File: config.mk
export PLATFORM = sky130hd
export DESIGN_NAME = adc_window_accumulator
export DESIGN_NICKNAME = d
export VERILOG_FILES = /design/src/rtl/adc_window_accumulator_pkg.sv /design/src/rtl/adc_window_accumulator_cs_edge_sync.sv /design/src/rtl/adc_window_accumulator.sv
export SDC_FILE = /design/constraint.sdc
export NUM_CORES = 1
export LEC_CHECK = 0
export BUFFER_PORTS_ARGS = -buffer_cell sky130_fd_sc_hd__buf_2
export CAP_MARGIN = 20
export CORE_ASPECT_RATIO = 0.5
export CORE_UTILIZATION = 45
export DETAILED_ROUTE_END_ITERATION = 7
export PLACE_DENSITY = 0.66
export SLEW_MARGIN = 20
export SYNTH_ARGS = -nofsm -noshare
export SYNTH_HDL_FRONTEND = slang
export SYNTH_HIERARCHICAL = 1
export SYNTH_SLANG_ARGS = --single-unit
File: constraint.sdc
create_clock -name clk_in -period 3.72 [get_ports clk_in]
set_clock_uncertainty 0.05 [all_clocks]
set_input_delay 0.372 -clock clk_in [delete_from_list [all_inputs] [get_ports clk_in]]
set_output_delay 0.372 -clock clk_in [all_outputs]
set_load 0.05 [all_outputs]
File: src/rtl/adc_window_accumulator_pkg.sv
// ============================================================================
// adc_window_accumulator_pkg : shared widths and FSM encoding for the ADC
// window accumulator.                                     Revision: 1.0
// ============================================================================
`default_nettype none

package adc_window_accumulator_pkg;

  localparam int ADC_WIDTH    = 8;
  localparam int ADC_MIDSCALE = 128;
  localparam int SQ_WIDTH     = 15;

  typedef enum logic [1:0] {
    ST_IDLE  = 2'd0,
    ST_PRIME = 2'd1,
    ST_ACCUM = 2'd2,
    ST_DONE  = 2'd3
  } state_t;

endpackage

`default_nettype wire

File: src/rtl/adc_window_accumulator_cs_edge_sync.sv
// ============================================================================
// cs_edge_sync : two-flop synchroniser plus rising-edge pulse for an
// asynchronous strobe input.                              Revision: 1.0
// ============================================================================
`default_nettype none

module cs_edge_sync (
  input  logic clk,
  input  logic rst,
  input  logic async_in,
  output logic pulse
);

  logic sync1;
  logic sync2;
  logic sync3;

  always_ff @(posedge clk or posedge rst) begin
    if (rst) begin
      sync1 <= 1'b0;
      sync2 <= 1'b0;
      sync3 <= 1'b0;
    end else begin
      sync1 <= async_in;
      sync2 <= sync1;
      sync3 <= sync2;
    end
  end

  assign pulse = sync2 & ~sync3;

endmodule

`default_nettype wire

File: src/rtl/adc_window_accumulator.sv
// ============================================================================
// adc_window_accumulator : per-window mean, mean-square and peaks of offset-
// removed ADC samples over 2**N_LOG2 conversions.          Revision: 1.0
// ============================================================================
`default_nettype none

module adc_window_accumulator
  import adc_window_accumulator_pkg::*;
#(
  parameter int N_LOG2 = 6,
  parameter int OFFSET = ADC_MIDSCALE
) (
  input  logic                 clk_in,
  input  logic                 reset,
  input  logic                 enable,
  input  logic                 CS,
  input  logic [ADC_WIDTH-1:0] ADC_value,
  output logic [ADC_WIDTH-1:0] mean,
  output logic [SQ_WIDTH-1:0]  mean_sq,
  output logic [ADC_WIDTH-1:0] peak_max,
  output logic [ADC_WIDTH-1:0] peak_min,
  output logic                 result_valid
);

  localparam int SUM_W   = ADC_WIDTH + 1 + N_LOG2;
  localparam int SUMSQ_W = SQ_WIDTH + N_LOG2;
  localparam int PROD_W  = 2 * ADC_WIDTH;

  state_t state;
  state_t state_next;

  logic                     strobe;
  logic signed [ADC_WIDTH:0] s;
  logic [ADC_WIDTH-1:0]     mag;
  logic [PROD_W-1:0]        sq_full;
  logic [SUM_W-1:0]         sum;
  logic [SUM_W-1:0]         sum_final;
  logic [SUMSQ_W-1:0]       sumsq;
  logic [SUMSQ_W-1:0]       sumsq_final;
  logic [ADC_WIDTH-1:0]     run_min;
  logic [ADC_WIDTH-1:0]     run_max;
  logic [ADC_WIDTH-1:0]     new_min;
  logic [ADC_WIDTH-1:0]     new_max;
  logic [N_LOG2-1:0]        count;
  logic                     last;

  cs_edge_sync u_cs_sync (
    .clk      (clk_in),
    .rst      (reset),
    .async_in (CS),
    .pulse    (strobe)
  );

  // Square via magnitude so -128 squares to 16384 without a signed multiplier.
  assign s           = $signed({1'b0, ADC_value} - (ADC_WIDTH + 1)'(OFFSET));
  assign mag         = s[ADC_WIDTH] ? ADC_WIDTH'(-s) : s[ADC_WIDTH-1:0];
  assign sq_full     = mag * mag;
  assign sum_final   = sum + {{N_LOG2{s[ADC_WIDTH]}}, s};
  assign sumsq_final = sumsq + {{(SUMSQ_W - PROD_W){1'b0}}, sq_full};
  assign new_min     = (ADC_value < run_min) ? ADC_value : run_min;
  assign new_max     = (ADC_value > run_max) ? ADC_value : run_max;
  assign last        = &count;

  always_ff @(posedge clk_in or posedge reset) begin
    if (reset) state <= ST_IDLE;
    else       state <= state_next;
  end

  always_comb begin
    state_next = state;
    if (!enable) begin
      state_next = ST_IDLE;
    end else begin
      case (state)
        ST_IDLE:  state_next = ST_PRIME;
        ST_PRIME: if (strobe) state_next = ST_ACCUM;
        ST_ACCUM: if (strobe && last) state_next = ST_DONE;
        ST_DONE:  state_next = ST_ACCUM;
        default:  state_next = ST_IDLE;
      endcase
    end
  end

  always_ff @(posedge clk_in or posedge reset) begin
    if (reset) begin
      sum          <= '0;
      sumsq        <= '0;
      count        <= '0;
      run_min      <= '1;
      run_max      <= '0;
      mean         <= '0;
      mean_sq      <= '0;
      peak_max     <= '0;
      peak_min     <= '0;
      result_valid <= 1'b0;
    end else begin
      result_valid <= 1'b0;
      case (state)
        ST_ACCUM: begin
          if (enable && strobe) begin
            sum     <= sum_final;
            sumsq   <= sumsq_final;
            run_min <= new_min;
            run_max <= new_max;
            count   <= count + 1'b1;
            if (last) begin
              mean         <= sum_final[N_LOG2 +: ADC_WIDTH];
              mean_sq      <= sumsq_final[N_LOG2 +: SQ_WIDTH];
              peak_max     <= new_max;
              peak_min     <= new_min;
              result_valid <= 1'b1;
            end
          end
        end
        ST_DONE: begin
          // A strobe landing here becomes sample 0 of the next window.
          if (enable && strobe) begin
            sum     <= {{N_LOG2{s[ADC_WIDTH]}}, s};
            sumsq   <= {{(SUMSQ_W - PROD_W){1'b0}}, sq_full};
            run_min <= ADC_value;
            run_max <= ADC_value;
            count   <= N_LOG2'(1);
          end else begin
            sum     <= '0;
            sumsq   <= '0;
            run_min <= '1;
            run_max <= '0;
            count   <= '0;
          end
        end
        default: begin
          sum     <= '0;
          sumsq   <= '0;
          run_min <= '1;
          run_max <= '0;
          count   <= '0;
        end
      endcase
    end
  end

endmodule

`default_nettype wire

# [Word level (Yosys, flattened, before mapping)]
# Index checks and enable logic that the tools add are counted.
[classes] magnitude_cmp=2 reduce_logical=6 n_addsub=5 multipliers=1 muxes=25 bitwise_logic=2 n_eq_ne=6
[ops] operator="2-to-1 mux 8 bit" count=7
[ops] operator="one-hot mux 21 bit (2 select lines)" count=1
[ops] operator="one-hot mux 8 bit (2 select lines)" count=2
[ops] operator="2-to-1 mux 15 bit" count=2
[ops] operator="one-hot mux 15 bit (2 select lines)" count=1
[ops] operator="adder 21 x 16 -> 21 bit" count=1
[ops] operator="2-to-1 mux 21 bit" count=1
[ops] operator="multiplier 8 x 8 -> 16 bit" count=1
[ops] operator="2-to-1 mux 16 bit" count=1
[ops] operator="adder 15 bit" count=1
[ops] operator="one-hot mux 6 bit (2 select lines)" count=1
[ops] operator="subtractor 8 x 8 -> 9 bit, second input constant" count=1
[ops] operator="greater-than comparator 8 bit" count=1
[ops] operator="less-than comparator 8 bit" count=1
[ops] operator="negator 8 bit" count=1
[ops] operator="one-hot mux 2 bit (4 select lines)" count=1
[ops] operator="AND reduction 8 bit" count=1
[ops] operator="adder 6 x 1 -> 6 bit, second input constant" count=1
[ops] operator="2-to-1 mux 2 bit" count=3
[ops] operator="2-to-1 mux 6 bit" count=1
[ops] operator="inequality test 3 bit, second input constant" count=2
[ops] operator="AND reduction 6 bit" count=1
[ops] operator="== test 2 bit, second input constant" count=2
[ops] operator="2-to-1 mux 1 bit" count=4
[ops] operator="7 further kinds" count=8
[totals] elab_cells=61 inputBits=12 out_inout_bits=40 ff_bits=103

# [Longest topological paths before layout]
[logic_depth] ltp_word=7 ltp_mapped=31 depth_no_buf=30

# [By module]
# The synthesis kept the hierarchy.
[modules_own_cells] module="adc_window_accumulator" area_per_inst_um2=7927.6 seq_area_each_um2=2487.4 cells_each=920 n_inst=1
[modules_own_cells] module="cs_edge_sync" area_per_inst_um2=92.6 seq_area_each_um2=75.1 cells_each=5 n_inst=1

# [Worst setup path before layout]
# No wires, ideal clock.
[synth_timing] path_type="in2reg" startpoint="input ADC_value[1]" endpoint="register sumsq[17]" required_ns=3.592 setup_slack_ns=-2.848 setup_ns=0.078 stages=26 t_arrival_ns=6.440 path_buffers=1 cell_sequence="clkbuf_1 -> inv_1 -> ha_1 -> nor2b_1 -> a21oi_1 -> xnor2_1 -> nand2b_1 -> inv_1 -> fa_1 -> fa_1 -> inv_1 -> fa_1 -> fa_1 -> inv_1 -> ha_1 -> or3_1 -> o211ai_1 -> nor2b_1 -> xnor2_1 -> ha_1 -> nand4_1 -> nand2b_1 -> o211a_1 -> o31a_1 -> or3_1 -> a21oi_1"
[synth_via] elab_chain_cells=7
[synth_rtl] element="start: declaration" line_no="adc_window_accumulator.sv:17" rtl="input logic [ADC_WIDTH-1:0] ADC_value,"
[synth_rtl] element="subtractor 8 x 8 -> 9 bit (*)" line_no="adc_window_accumulator.sv:55" rtl="assign s = $signed({1'b0, ADC_value} - (ADC_WIDTH + 1)'(OFFSET));"
[synth_rtl] element="negator 8 bit" line_no="adc_window_accumulator.sv:56" rtl="assign mag = s[ADC_WIDTH] ? ADC_WIDTH'(-s) : s[ADC_WIDTH-1:0];"
[synth_rtl] element="2-to-1 mux 8 bit (*)" line_no="adc_window_accumulator.sv:56"
[synth_rtl] element="multiplier 8 x 8 -> 16 bit (*)" line_no="adc_window_accumulator.sv:57" rtl="assign sq_full = mag * mag;"
[synth_rtl] element="adder 21 x 16 -> 21 bit (*)" line_no="adc_window_accumulator.sv:59" rtl="assign sumsq_final = sumsq + {{(SUMSQ_W - PROD_W){1'b0}}, sq_full};"
[synth_rtl] element="2-to-1 mux 21 bit (*)" line_no="adc_window_accumulator.sv:100" rtl="if (enable && strobe) begin"
[synth_rtl] element="one-hot mux 21 bit (2 select lines) (*)" line_no="adc_window_accumulator.sv:98" rtl="case (state)"
[synth_rtl] element="end signal: assignment" line_no="adc_window_accumulator.sv:102" rtl="sumsq <= sumsq_final;"
[synth_rtl] element="end signal: assignment" line_no="adc_window_accumulator.sv:119" rtl="sumsq <= {{(SUMSQ_W - PROD_W){1'b0}}, sq_full};"
[synth_rtl] element="end: declaration" line_no="adc_window_accumulator.sv:38" rtl="logic [SUMSQ_W-1:0] sumsq;"
# Every way passes the cells marked *; elsewhere a longest branch is shown, timed or not. The select of a mux whose other input is x is not followed.
# A chain may end at the register's enable or synchronous reset.

# [Worst setup path in the final report]
[layout_timing] startpoint="input ADC_value[0]" endpoint="register sumsq[18]"
# The elaborated chain is that of the path after synthesis.

==> impl_metrics.py <==
metrics = {
    "setup_path": {
        "rr_startpoint": "sum[0]$_DFFE_PP0P_",
        "cp.arrival_ns": 6.34,
        "cp-startpoint": "ADC_value[0]",
        "rr_worst_depth": 9,
        "crit_path_max_fanout": 6,
        "crit_path_end_kind": "flop",
        "critPathLaunchType": "input pin",
        "required_ns": 3.91,
        "r2r_slack_ns": 0.80,
        "timing.rr.end": "mean[4]$_DFFE_PP0P_",
        "crit_slowest_cell": "fa_1",
        "critPathKind": "in2reg",
        "critPathMaxStageDelay_ns": 0.54,
    },
    "run": {
        "cap_violations": 0,
    },
    "outcome": {
        "violations": "negative setup slack",
        "status": "complete, but fails checks",
    },
    "timing": {
        "period_share": 1.65,
        "hold_viol_final": 0,
        "layout_setup_ws_ns": -2.42,
        "slew_headroom": 0.254,
        "rsz0062_at_grt": "yes",
        "period_minus_slack_ns": 6.14,
        "worstMarginPinSlew_ns": 1.11,
        "finalSetupViolCount": 32,
        "maxSlewViolCount": 0,
        "timing.fmax_mhz": 163,
    },
    "synth": {
        "synthArstFlopShare": 1.00,
        "synth_top_flop_cell": "dfrtp_1",
        "syn_inst": 925,
        "synth-edff-count": 0,
        "syn_area_per_cell_um2": 8.67,
        "seq_area_frac_synth": 0.320,
        "ys_seq_elements": 102,
        "yosys_warnings": 6,
        "ys_types": 71,
        "syn_area_mm2": 0.00802,
    },
    "global_route": {
        "grt_pass1_wl_um": 37100,
        "grt_max_degree": 83,
        "grt_pass1_vias": 7277,
        "gr-usage-all-layers": 0.258,
        "antenna_found_initial": 0,
        "globalRouteOverflowTotal": 0,
    },
    "layout": {
        "num-fill-cells": 1363,
        "drive_gt1_frac": 0.343,
        "antenna_cells": 0,
        "syn2layout_area_growth_pct": 37.3,
        "final_cell_count_no_fill": 1355,
        "fin_nets": 1225,
        "postLayoutCellArea_mm2": 0.0110,
        "post-route-util": 0.633,
    },
    "placed_design": {
        "dpl-instance-area_mm2": 0.00948,
        "place_hpwl_um": 16600,
        "placed_cells_incl_taps": 1297,
        "gp_routability_congestion": 0.925,
        "io_buffers": 51,
    },
    "power": {
        "p_leak_nw": 5.29,
        "pwr-share-comb": 0.727,
        "p_int_w": 0.00453,
        "swShare": 0.412,
        "powerDensity_mw_per_mm2": 700,
        "power.share.clock": 0.127,
        "seqPwrFrac": 0.147,
        "p_switching_w": 0.00318,
        "vdd_drop_max_mv": 0.631,
    },
    "min_path": {
        "min_from": "CS",
        "holdPathEnd": "u_cs_sync/sync1$_DFF_PP0_",
        "hold_class": "in2reg",
        "holdPathStages": 1,
    },
    "route": {
        "dr.pass1.iters": 5,
        "drt_iter0_drc": 505,
        "viasPerCell": 5.71,
        "wirelength_um": 24100,
        "route.detailed.drc": 0,
        "routed-via-count": 7742,
        "wl_per_cell_um": 17.8,
        "ant_nets": 0,
    },
    "clock_tree": {
        "ctsRootBufferMaster": "clkbuf_16",
        "clkSlewWorstSetupHoldPaths_ns": 0.08,
        "numCtsBuffers": 9,
        "htree_levels": 3,
        "cts_tree": "done",
        "clockBufferDepth": 2,
        "insertion_delay_ns": 0.36,
        "cts_sinks": 102,
    },
    "floorplan": {
        "core_area_mm2": 0.0174,
        "initial_core_util": 0.461,
        "num_io_pins": 52,
        "die_h_um": 96.4,
        "dieWidth_um": 191,
        "rows": 34,
        "die_area_mm2": 0.0184,
    },
}
-- worst max path at each step --
stage	endpoint	slack, ns
finish	sumsq[18]$_DFFE_PP0P_	-2.42
CTS	mean_sq[12]$_DFFE_PP0P_	-2.34
detailed placement	mean_sq[12]$_DFFE_PP0P_	-2.89
global placement	sumsq[18]$_DFFE_PP0P_	-2.76
floorplan	sumsq[17]$_DFFE_PP0P_	-2.44
global route	sumsq[18]$_DFFE_PP0P_	-2.65
-- timing repair --
action / 4_1_cts / 5_1_grt
hold endpoints to repair: 3 / 0
gates resized for setup: 86 / 104
pin swaps: 78 / 80
setup buffers: 20 / 26
gates cloned: 0 / 0
setup endpoints to repair: 32 / 32
hold buffers: 1 / 0
-- cells in the mapped netlist (5+ instances only) --
cell / count / area (um2)
mux2i_1: 12 / 120
a2bb2oi_1: 8 / 70.1
o22ai_1: 6 / 37.5
dfstp_2: 8 / 210
fa_1: 24 / 480
nand2_1: 105 / 394
clkbuf_1: 31 / 116
nor4_1: 9 / 56.3
a22o_1: 8 / 70.1
ha_1: 73 / 913
o21a_1: 14 / 105
o211ai_1: 6 / 45.0
and2_1: 10 / 62.6
buf_1: 5 / 18.8
dfrtp_1: 94 / 2350
nor3_1: 9 / 45.0
a21o_1: 15 / 113
xor2_1: 21 / 184
a21oi_1: 61 / 305
nor2b_1: 12 / 75.1
xnor2_1: 34 / 298
nand3_1: 13 / 65.1
and3_1: 6 / 37.5
a211oi_1: 11 / 82.6
o21ai_1: 7 / 35.0
nand2b_1: 6 / 37.5
a221oi_1: 11 / 96.3
o221ai_1: 9 / 78.8
o21ai_0: 54 / 270
nor2_1: 80 / 300
nand4_1: 16 / 100
inv_1: 82 / 308
-- registers in the layout, summed over array words and instances (netlist names) --
name / count
sumsq: 21
mean_sq: 15
sum: 14
mean: 8
peak_max: 8
peak_min: 8
run_max: 8
run_min: 8
count: 6
state: 2
result_valid: 1
u_cs_sync/sync1: 1
u_cs_sync/sync2: 1
u_cs_sync/sync3: 1
-- worst max-delay path, delay by kind of cell --
kind	cells	cell delay, ns
AOI/OAI and AO/OA	5	1.29
xor gates and xnor gates	2	0.37
adders and majority gates	6	2.41
buffers and inverters	9	0.85
and+or+nand+nor	9	1.05
-- power by group through the flow --
stage	sequential [W]	clock [W]	combinational (W)
6_report	0.00113	0.000977	0.00560
5_1_grt	0.00113	0.00103	0.00593
4_1_cts	0.00113	0.000990	0.00442
3_5_place_dp	0.00115	0	0.00346
3_3_place_gp	0.00115	0	0.00340
2_1_floorplan	0.00115	0	0.00202
-- area by class of cell --
class                   instances  area, um2  share of cell area
multi-input cells             702       5900               0.536
clock inverters                 7       67.6             0.00614
clock buffers                   9        225              0.0205
inverters                      85        355              0.0323
well taps                     234        293              0.0266
flip-flops and latches        102       2560               0.233
repair buffers                216       1610               0.146
-- metal layers --
metal,global-route usage,vias to the layer above,part of all wire
met5,0,-,0
met4,0.0680,0,0.016
met3,0.0293,36,0.049
met2,0.424,252,0.47
met1,0.364,3836,0.47
li1,-,3618,-
-- kinds of logic (layout without fill, tap and decap cells) --
logic type,Yosys count,in the layout,synth area share
other,2,6,0.000936
flip-flops,102,102,0.320
AO/OA/AOI/OAI,248,248,0.206
buffers and inverters,125,317,0.0591
adder cells (fa/ha/maj),97,97,0.174
AND/OR/NAND/NOR,281,281,0.161
multiplexers,15,15,0.0192
XOR/XNOR,55,55,0.0601
-- metrics by stage --
step / TNS, ns / hold slack, ns / power [W] / setup slack (ns)
after floorplan: -59.89 / 0.0756 / 0.00317 / -2.44
after global placement: -74.43 / 0.217 / 0.00455 / -2.76
after detailed placement: -77.36 / 0.225 / 0.00461 / -2.89
after CTS: -59.74 / 0.0661 / 0.00654 / -2.34
after global routing: -68.92 / 0.0616 / 0.00809 / -2.65
final: -62.67 / 0.0682 / 0.00771 / -2.42
-- layout by cell type, fill, tap and decap left out, drive strengths merged, types with 24 or more instances in the layout --
cell type | synthesis | routed
a21oi | 62 | 62
buf | 9 | 215
dfrtp | 94 | 94
fa | 24 | 24
ha | 73 | 73
inv | 84 | 84
nand2 | 105 | 105
nor2 | 80 | 80
o21ai | 61 | 61
xnor2 | 34 | 34
Power figures use the tool's default switching activity.
